[config.mk]
export PLATFORM = sky130hd
export DESIGN_NAME = clock_controller
export DESIGN_NICKNAME = d
export VERILOG_FILES = /design/src/rtl/clock_ctrl_pkg.sv /design/src/rtl/sync_edge.sv /design/src/rtl/clock_controller.sv
export SDC_FILE = /design/constraint.sdc
export NUM_CORES = 1
export LEC_CHECK = 0
export ABC_CLOCK_PERIOD_IN_PS = 3300
export CORE_MARGIN = 2
export CORE_UTILIZATION = 40
export DETAILED_ROUTE_END_ITERATION = 16
export PLACE_DENSITY_LB_ADDON = 0.2
export SYNTH_ARGS = -nofsm -noshare
export SYNTH_HDL_FRONTEND = slang
export SYNTH_SLANG_ARGS = --single-unit
[constraint.sdc]
create_clock -name clk -period 3.3 [get_ports clk]
set_clock_uncertainty 0.1 [all_clocks]
set_input_delay 0.495 -clock clk [delete_from_list [all_inputs] [get_ports clk]]
set_output_delay 0.495 -clock clk [all_outputs]
set_load 0.02 [all_outputs]
[src/rtl/clock_ctrl_pkg.sv]
// Shared state encoding and default widths for the CPU clock-enable sequencer.
package clock_ctrl_pkg;

   localparam int DIV_WIDTH_DEF   = 16;
   localparam int BURST_WIDTH_DEF = 16;

   typedef enum logic [1:0] {
      ST_HALT  = 2'd0,
      ST_RUN   = 2'd1,
      ST_STEP  = 2'd2,
      ST_BURST = 2'd3
   } state_e;

endpackage

[src/rtl/sync_edge.sv]
// Two-flop synchronizer for a raw asynchronous level, followed by a rising-edge
// detector that emits one single-cycle pulse per low-to-high transition.
module sync_edge (
   input  logic clk,
   input  logic rst,
   input  logic d_i,
   output logic pulse_o
);

   logic meta_q, sync_q, prev_q;

   always_ff @(posedge clk or posedge rst) begin
      if (rst) begin
         meta_q <= 1'b0;
         sync_q <= 1'b0;
         prev_q <= 1'b0;
      end else begin
         meta_q <= d_i;
         sync_q <= meta_q;
         prev_q <= sync_q;
      end
   end

   assign pulse_o = sync_q & ~prev_q;

endmodule

[src/rtl/clock_controller.sv]
// Run/halt/step/burst sequencer producing the single-cycle CPU clock enable
// `tick`, one per divided period, decoded purely from registered state.
module clock_controller
   import clock_ctrl_pkg::*;
#(
   parameter int DIV_WIDTH   = DIV_WIDTH_DEF,
   parameter int BURST_WIDTH = BURST_WIDTH_DEF
) (
   input  logic                   clk,
   input  logic                   rst,
   input  logic                   run_cmd,
   input  logic                   halt_cmd,
   input  logic                   burst_cmd,
   input  logic [BURST_WIDTH-1:0] burst_count,
   input  logic                   step_btn,
   input  logic [DIV_WIDTH-1:0]   divide,
   output logic                   tick,
   output logic [1:0]             state,
   output logic                   busy,
   output logic [BURST_WIDTH-1:0] remaining,
   output logic [31:0]            tick_total
);

   localparam logic [DIV_WIDTH-1:0]   DIV_ONE   = DIV_WIDTH'(1);
   localparam logic [BURST_WIDTH-1:0] BURST_ONE = BURST_WIDTH'(1);

   state_e                 state_q, state_d;
   logic [DIV_WIDTH-1:0]   div_q, div_d;
   logic [DIV_WIDTH-1:0]   cnt_q, cnt_d;
   logic [BURST_WIDTH-1:0] rem_q, rem_d;
   logic [31:0]            tick_total_q;
   logic                   step_pulse;
   logic                   tick_w;

   sync_edge u_step_sync (
      .clk     (clk),
      .rst     (rst),
      .d_i     (step_btn),
      .pulse_o (step_pulse)
   );

   // div_q >= 1 always, so div_q-1 never underflows
   assign tick_w = (state_q != ST_HALT) && (cnt_q == div_q - DIV_ONE);

   always_comb begin
      state_d = state_q;
      rem_d   = rem_q;
      case (state_q)
         ST_HALT: begin
            if (halt_cmd) begin
               state_d = ST_HALT;
            end else if (run_cmd) begin
               state_d = ST_RUN;
            end else if (burst_cmd && (burst_count != '0)) begin
               state_d = ST_BURST;
               rem_d   = burst_count;
            end else if (step_pulse) begin
               state_d = ST_STEP;
            end
         end
         ST_RUN: begin
            if (halt_cmd) state_d = ST_HALT;
         end
         ST_STEP: begin
            if (tick_w || halt_cmd) state_d = ST_HALT;
         end
         ST_BURST: begin
            if (halt_cmd) begin
               state_d = ST_HALT;
               rem_d   = '0;
            end else if (tick_w) begin
               rem_d = rem_q - BURST_ONE;
               if (rem_q == BURST_ONE) state_d = ST_HALT;
            end
         end
      endcase
   end

   // Period is only sampled while halted so a running CPU sees a stable rate
   assign div_d = (state_q != ST_HALT) ? div_q :
                  (divide == '0)       ? DIV_ONE : divide;

   assign cnt_d = (state_q == ST_HALT || state_d == ST_HALT || tick_w) ? '0
                                                                       : cnt_q + DIV_ONE;

   always_ff @(posedge clk or posedge rst) begin
      if (rst) begin
         state_q      <= ST_HALT;
         div_q        <= DIV_ONE;
         cnt_q        <= '0;
         rem_q        <= '0;
         tick_total_q <= '0;
      end else begin
         state_q <= state_d;
         div_q   <= div_d;
         cnt_q   <= cnt_d;
         rem_q   <= rem_d;
         if (tick_w) tick_total_q <= tick_total_q + 32'd1;
      end
   end

   assign tick       = tick_w;
   assign state      = state_q;
   assign busy       = (state_q != ST_HALT);
   assign remaining  = rem_q;
   assign tick_total = tick_total_q;

endmodule

### Word level (Yosys, flattened, before mapping)

Cells that the tools add are included.

* flip-flop bits (word level): 85
* bits of input ports: 38
* output and inout port bits: 52
* word-level logic and storage cells: 53

* $add $sub $neg: 4
* eq/ne operators: 9
* multiplexer cells: 18
* bitwise operators: 2
* reductions and logical operators: 12

Operators by type and width (count)
* $mux W16: 7
* $add A32 B1 Y32 const B: 1
* $pmux W16 S2: 1
* $sub A16 B1 Y16 const B: 2
* $mux W2: 9
* $add A16 B1 Y16 const B: 1
* $eq A16 B1 Y1 const B: 1
* $eq A16 B16 Y1: 1
* $logic_not A16 Y1: 1
* $reduce_bool A16 Y1: 1
* $pmux W2 S4: 1
* $ne A2 B2 Y1 const B: 3
* $reduce_and A5 Y1: 1
* $eq A2 B2 Y1 const B: 2
* $logic_not A2 Y1: 2
* $reduce_bool A2 Y1: 2
* $logic_or A1 B1 Y1: 3
* $ne A3 B3 Y1 const B: 1
* $eq A2 B1 Y1 const B: 1
* $logic_and A1 B1 Y1: 2
* $and A1 B1 Y1: 1
* $not A1 Y1: 1

### Longest topological paths before layout

Gate-level depths: netlist of the first run.

* word-level depth: 11
* gate-level depth with buffers: 11
* mapped depth without buffers: 10

### By module

From an unflattened synthesis of the first run, not the netlist that was laid out.

* cells, all modules: 524
* area, all modules: 4927.2 µm²

By module, submodules not included
* clock_controller: times used 1, cells each 519, area an instance 4834.6 µm²
* sync_edge: times used 1, cells each 5, area an instance 92.6 µm²

### Least setup slack after synthesis of the first run

OpenSTA, ideal clock, no wires.

* path type: reg2out
* start point: register div_q[6]
* end point: output port tick
* arrival time: 2.775 ns
* path slack: -0.070 ns
* cell stages (with the launch flop): 8
* path through: dfrtp_1 or4_1 nor4_1 mux2_2 a211oi_4 nand3_1 inv_2 buf_2

* longest elaborated chain between the ends: 3

Ends and longest elaborated chain
* start, declared: RTL line clock_controller.sv:28 `logic [DIV_WIDTH-1:0] div_q, div_d;`
* start signal, assigned: RTL line clock_controller.sv:95 `div_q <= div_d;`
* $sub A16 B1 Y16: RTL line clock_controller.sv:43 `assign tick_w = (state_q != ST_HALT) && (cnt_q == div_q - DIV_ONE);`
* $eq A16 B16 Y1: RTL line clock_controller.sv:43
* $logic_and A1 B1 Y1: RTL line clock_controller.sv:43
* end, declared: RTL line clock_controller.sv:17 `output logic tick,`

Every way passes these cells.

### Worst setup path after layout of the first run

* start point: register div_q[5]
* end point: output port tick

The elaborated chain is that of the path after synthesis.

==> results by group, run 1 <==
Die
  – DIE HEIGHT: 115 µm
  – DIE WIDTH: 115 µm
  – Area of the die: 13100 µm²
  – Placeable Area: 12000 µm²
  – Ports: 90
  – Initial cell density of the core: 0.409
  – Site row count: 40

Logic synthesis
  – Mux contribution to synthesized area: 0.0388
  – Mapped Cells: 513
  – Ys flop type: dfrtp_1
  – Top cell type's share of synthesized area: 0.429
  – Largest cells by area after synthesis: dfrtp_1, xnor2_1, xor2_1
  – Synth unique cells: 67
  – Synth Register Bits: 85
  – Cell taking the most area after synthesis: dfrtp_1
  – Synth Area in Adders: 0.0128
  – Post-synthesis simple-gate area fraction: 0.250
  – Syn_nets: 556
  – Mean Syn Cell Area: 9.54 µm²
  – Sequential fraction of the synthesis area: 0.435
  – FFs w/ async S/R, synth: 1.00
  – Post-synth EDFFs: 0
  – Main combinational cell family by area after synthesis: simple AND/OR/NAND/NOR gates
  – Compound-Gate Fraction of Synth Area: 0.115
  – Post-Syn Area: 4900 µm²
  – Synth Area in XOR/XNOR: 0.109
  – Syn. warnings: 0

Setup path
  – Cell Chain, Critical Path: or4_4 -> nor4_4 -> mux2_4 -> a211oi_4 -> nand3_2 -> inv_2 -> buf_4
  – Type of element launching the critical path: register
  – CP max stage cell: or4_4
  – CP max stage delay: 0.56 ns
  – Highest net fanout along the worst path: 2
  – Worst Path Required: 2.70 ns
  – Crit Path Category: register to output pin
  – CP arrival: 2.58 ns
  – CP endpoint kind: output pin

Layout
  – NumNets Final: 665
  – Fin util: 0.543
  – Area Growth Syn to Fin: 32.6%
  – Layout cells sized above 1: 0.147
  – ANT cells: 0
  – Fin cells: 774
  – Fill count: 1074

Outcome
  – Status: finished clean

Power
  – Power density over the cells: 484 nW/µm²
  – Maximum VDD drop: 0.257 mV
  – Pleak: 2.66 nW

Clock network
  – Worst-skew pair later-pin latency: 0.34 ns
  – Clk Tree Root Cell: clkbuf_16
  – CTS buffer count: 9
  – Clock Sinks: 85
  – Bufs on Longest Clock Path: 2
  – Clock-pin transition on the worst setup and hold timing paths: 0.07 ns
  – Maximum level of the CTS H-tree: 3
  – CTS tree: yes

Global routing
  – Largest net degree at the start of global routing: 86
  – First-pass GRT wire length: 21800 µm
  – Vias in the first global route: 4189
  – GRT Overall Usage: 0.211
  – Initial antenna violation count: 0
  – Grt total ovfl: 0

Run
  – # Max-Cap Violations: 0

Detailed routing
  – Antenna-violating nets left: 0
  – Vias per cell: 5.62
  – Pre-antenna DRT Iters: 7
  – DR vias: 4348
  – Wire per inst: 17.3 µm
  – Residual DRC: 0
  – Final wirelength: 13400 µm
  – Initial DRC count: 220

Placement
  – Gpl congestion: 0.871
  – Post-Place Cells: 758
  – Post-DP HPWL: 9840 µm
  – IO Port Bufs: 89

Timing
  – Max Slew Vio Count: 0
  – RSZ-0062 raised after global routing: yes
  – Worst-margin pin slew: 0.640 ns
  – Final number of setup-violating endpoints: 0
  – Fin crit period: 3.17 ns
  – Slew Limit Headroom: 0.573
  – Final Cycle Share: 0.961
  – Max Clock Freq: 315 MHz
  – Fin. Hold Viols: 0

Worst hold path
  – HP Class: register to register
## state kept, by name (all words and copies together), names as in the netlist
signal,flops
u_step_sync.prev_q,1
u_step_sync.meta_q,1
div_q,16
state,2
u_step_sync.sync_q,1
cnt_q,16
tick_total,32
remaining,16
## synthesized netlist by cell type, types with 3 or more instances
library cell and count:
dfrtp_1 84, nand2_1 41, nor2_1 38, xnor2_1 31
inv_1 28, xor2_1 28, nand3_1 26, nor3_1 22
nor4_1 20, mux2_2 16, nand4_1 14, o21ai_0 14
clkbuf_1 13, and3_1 11, a21oi_1 8, or4_1 8
a31oi_1 7, o211ai_1 7, and2_1 6, buf_2 6
or2_2 6, a32oi_1 5, ha_1 5, nand2b_1 5
and4_1 4, o221ai_1 4, or3_1 4, nor2b_1 3
## area by class of cell
cell class                      instances  area, µm²  share of cell area
Multi-Input combinational cell        379       2620               0.404
Sequential cell                        85       2130               0.328
Timing Repair Buffer                  118       1120               0.172
Clock buffer                            9        225              0.0347
Tap cell                              147        184              0.0283
Inverter                               29        110              0.0170
Clock inverter                          7        105              0.0162
## layer usage
layer  global-route usage  share of wire  wire [µm]  vias to the layer above
met5                    0              0          0                        -
met4               0.0626          0.014        182                        0
met3               0.0355          0.048        647                       17
met2                0.314           0.45       6030                      124
met1                0.314           0.49       6490                     2130
li1                     -              -          -                     2077
## cells by family (layout without fill, tap and decap cells)
family / after synthesis / in the layout
simple gates: 224 / 224
flops: 85 / 85
compound gates: 73 / 73
xor+xnor: 60 / 60
buf+inv: 49 / 163
mux: 17 / 17
fa+ha+maj: 5 / 5
## cell usage in the layout, fill, tap and decap left out, drive strengths merged, types with 6 or more instances in the layout
cell type	instances
clkdlybuf4s50	88
dfrtp	84
nand2	41
nor2	39
xnor2	32
inv	32
buf	30
xor2	28
nand3	26
nor3	22
nor4	21
nand4	16
mux2	16
o21ai	15
and3	11
or4	10
clkbuf	9
a21oi	8
a31oi	8
o211ai	7
or2	6
and2	6
## path summary, 6_finish.rpt
check,from,end,slack (ns),cells after the start
min in group asynchronous,rst,cnt_q[9],0.48,3
hold / removal,u_step_sync.meta_q,u_step_sync.sync_q,0.25,0
max in group asynchronous,rst,div_q[0],2.27,3
setup / recovery,div_q[5],tick,0.13,7
hold reg to reg,u_step_sync.meta_q,u_step_sync.sync_q,0.25,0
setup reg to reg,div_q[5],tick_total[14],0.16,8
## worst max-delay path: cells and delay by family (launching register included)
kind / cells / cell delay [ns]
compound gates: 1 / 0.26
buf+inv: 2 / 0.23
flops: 1 / 0.38
mux: 1 / 0.35
simple gates: 3 / 1.01
## report_power, final
| group | switching (mW) | total, mW | internal [mW] | leakage [nW] |
|---|---|---|---|---|
| combinational | 0.406 | 0.761 | 0.354 | 1.39 |
| sequential | 0.106 | 1.25 | 1.14 | 1.11 |
| clock | 0.456 | 1.13 | 0.677 | 0.159 |
| total | 0.968 | 3.14 | 2.17 | 2.66 |
## per-stage QoR
| stage | setup WS [ns] | hold WS [ns] | TNS (ns) | power (mW) | area (µm²) |
|---|---|---|---|---|---|
| 3_5_place_dp | -0.107 | 0.237 | -0.107 | 2.01 | 6130 |
| 4_1_cts | 0.00400 | 0.252 | 0 | 3.15 | 6490 |
| 5_1_grt | -0.00386 | 0.256 | -0.00386 | 3.28 | 6490 |
| 6_report | 0.129 | 0.251 | 0 | 3.14 | 6490 |
| 2_1_floorplan | 0.0401 | 0.231 | 0 | 1.67 | 4910 |
| 3_3_place_gp | -0.0806 | 0.235 | -0.0806 | 1.99 | 6130 |
## what timing repair did
item | in CTS | in global routing
setup endpoints to repair | 1 | 2
setup buffers | 0 | 0
hold buffers | 0 | 0
resized for setup | 9 | 4
hold endpoints to repair | 0 | 0
pin swaps | 1 | 2
(Power assumes the default switching activity.)
==> run 2: changes to the inputs <==
--- a/config.mk
+++ b/config.mk
@@ -6,7 +6,6 @@
 export NUM_CORES = 1
 export LEC_CHECK = 0
 export ABC_CLOCK_PERIOD_IN_PS = 3300
-export CORE_MARGIN = 2
 export CORE_UTILIZATION = 40
 export DETAILED_ROUTE_END_ITERATION = 16
 export PLACE_DENSITY_LB_ADDON = 0.2
==> results by group, run 2 (synthesis results as in run 1) <==
Global routing
  – Grt total ovfl: 0 (unchanged)
  – Initial antenna violation count: 0 (unchanged)
  – Vias in the first global route: 4231 (was 4189)
  – GRT Overall Usage: 0.221 (was 0.211)
  – First-pass GRT wire length: 21900 µm (was 21800 µm)
  – Largest net degree at the start of global routing: 50 (was 86)

Power
  – Net Sw Frac: 0.328 (was 0.308)
  – Comb pwr share: 0.255 (was 0.242)
  – Power density over the cells: 465 nW/µm² (was 484 nW/µm²)
  – Pleak: 2.64 nW (was 2.66 nW)
  – Cell-internal power: 2.03 mW (was 2.17 mW)
  – Seq pwr share: 0.414 (was 0.397)
  – P_sw: 988 µW (was 968 µW)
  – Maximum VDD drop: 0.239 mV (was 0.257 mV)
  – Power share of the clock group: 0.331 (was 0.361)

Layout
  – Seq. cell area: 2130 µm² (unchanged)
  – Area Growth Syn to Fin: 32.3% (was 32.6%)
  – Layout cells sized above 1: 0.150 (was 0.147)
  – Commonest non-fill, non-tap cells in the layout: clkdlybuf4s50_1, dfrtp_1, nand2_1 (unchanged)
  – ANT cells: 0 (unchanged)
  – Fill count: 1081 (was 1074)
  – Multi-input logic area: 2660 µm² (was 2620 µm²)
  – Max reg flops: 32 (unchanged)
  – Design area: 6480 µm² (was 6490 µm²)
  – Leading cell type in the layout, fill and taps excluded: clkdlybuf4s50_1 (unchanged)
  – NumNets Final: 664 (was 665)

Setup path
  – CP endpoint kind: output pin (unchanged)
  – Highest net fanout along the worst path: 6 (was 2)
  – Top delay family on crit path: simple AND/OR/NAND/NOR gates (unchanged)
  – CP max stage delay: 0.52 ns (was 0.56 ns)
  – Cell Chain, Critical Path: inv_1 -> ha_4 -> or4b_4 -> nor3_2 -> a211oi_1 -> buf_4 -> a211oi_4 -> nand3_2 -> inv_2 -> buf_2 (was or4_4 -> nor4_4 -> mux2_4 -> a211oi_4 -> nand3_2 -> inv_2 -> buf_4)
  – CP arrival: 2.57 ns (was 2.58 ns)
  – Reg2reg path depth: 11 (was 8)
  – Crit Path Category: register to output pin (unchanged)
  – Worst Path Required: 2.70 ns (about the same)
  – CP max stage cell: or4b_4 (was or4_4)
  – Type of element launching the critical path: register (unchanged)
  – Crit path depth: 10 (was 7)
  – Crit path buffers/inverters: 4 (was 2)

Die
  – Site row count: 40 (unchanged)
  – DIE HEIGHT: 113 µm (was 115 µm)
  – DIE WIDTH: 113 µm (was 115 µm)
  – Placeable Area: 12000 µm² (unchanged)
  – Initial cell density of the core: 0.409 (unchanged)
  – Ports: 90 (unchanged)
  – Area of the die: 12700 µm² (was 13100 µm²)

Clock network
  – CTS tree: yes (unchanged)
  – CTS buffer count: 9 (unchanged)
  – Number of hold buffers added after CTS: 0 (unchanged)
  – Maximum level of the CTS H-tree: 3 (unchanged)
  – Worst-skew pair later-pin latency: 0.35 ns (was 0.34 ns)
  – Clock Sinks: 85 (unchanged)
  – Clock-pin transition on the worst setup and hold timing paths: 0.07 ns (about the same)
  – Clk Tree Root Cell: clkbuf_16 (unchanged)
  – Bufs on Longest Clock Path: 2 (unchanged)

Detailed routing
  – Initial DRC count: 298 (was 220)
  – Pre-antenna DRT Iters: 5 (was 7)
  – Antenna-violating nets left: 0 (unchanged)
  – Residual DRC: 0 (unchanged)
  – Wire per inst: 17.1 µm (was 17.3 µm)
  – Final wirelength: 13300 µm (was 13400 µm)
  – DR vias: 4304 (was 4348)
  – Vias per cell: 5.57 (was 5.62)

Placement
  – Dpl cell area: 6120 µm² (was 6130 µm²)
  – Post-DP HPWL: 9850 µm (was 9840 µm)
  – DP Worst Slack: -0.0875 ns (was -0.107 ns)
  – IO Port Bufs: 89 (unchanged)
  – Gpl congestion: 0.897 (was 0.871)

Timing
  – Final number of setup-violating endpoints: 0 (unchanged)
  – Final Cycle Share: 0.959 (was 0.961)
  – RSZ-0062 raised after global routing: no (was yes)
  – Final worst setup slack: 0.137 ns (was 0.129 ns)
  – Fin. Hold Viols: 0 (unchanged)
  – Fin crit period: 3.16 ns (was 3.17 ns)
  – Max Clock Freq: 316 MHz (was 315 MHz)
  – Worst-margin pin slew: 0.695 ns (was 0.640 ns)
  – Max Slew Vio Count: 0 (unchanged)
  – Slew Limit Headroom: 0.536 (was 0.573)

Worst hold path
  – HP Class: register to register (unchanged)
  – Min-Delay Path Depth: 0 (unchanged)

Run
  – # Max-Cap Violations: 0 (unchanged)

Outcome
  – Status: finished clean (unchanged)
run 2: power groups by stage:
stage               combinational [mW]  sequential (mW)  clock (mW)
floorplan                        0.344             1.32           0
global placement                 0.733             1.26           0
detailed placement               0.746             1.26           0
CTS                              0.758             1.24        1.02
global route                     0.832             1.27        1.07
finish                           0.769             1.25       0.998
run 2: metrics by stage:
step	std cells	utilization	TNS [ns]	hold slack (ns)	total power, mW
floorplan	513	-	0	0.231	1.67
global route	773	0.541	0	0.272	3.17
detailed placement	757	0.512	-0.111	0.236	2.01
CTS	773	0.539	0	0.252	3.02
finish	773	0.541	0	0.249	3.01
global placement	757	0.512	-0.0728	0.233	1.99
run 2: cell type report:
cell class,count,area share
repair buffers,117,0.171
inverters,29,0.0170
multi-input cells,379,0.410
clock inverters,7,0.00985
clock buffers,9,0.0348
flip-flops and latches,85,0.329
well taps,147,0.0284
run 2: what timing repair did:
action	4_1_cts	5_1_grt
setup buffers	0	0
pin swaps	1	1
gates resized for setup	11	6
cloned	0	0
setup endpoints to repair	1	10
run 2: layer usage:
metal,wire (µm),track usage
met1,6330,0.323
met2,5930,0.331
met3,783,0.0378
met4,211,0.0729
met5,0,0
run 2: worst paths after layout:
| kind | end | start | slack, ns |
|---|---|---|---|
| min reg2reg | u_step_sync.sync_q | u_step_sync.meta_q | 0.25 |
| max in group asynchronous | div_q[12] | rst | 1.95 |
| max reg2reg | remaining[11] | div_q[1] | 0.17 |
| max | tick | div_q[1] | 0.14 |
| min | u_step_sync.sync_q | u_step_sync.meta_q | 0.25 |
| min in group asynchronous | div_q[14] | rst | 0.46 |
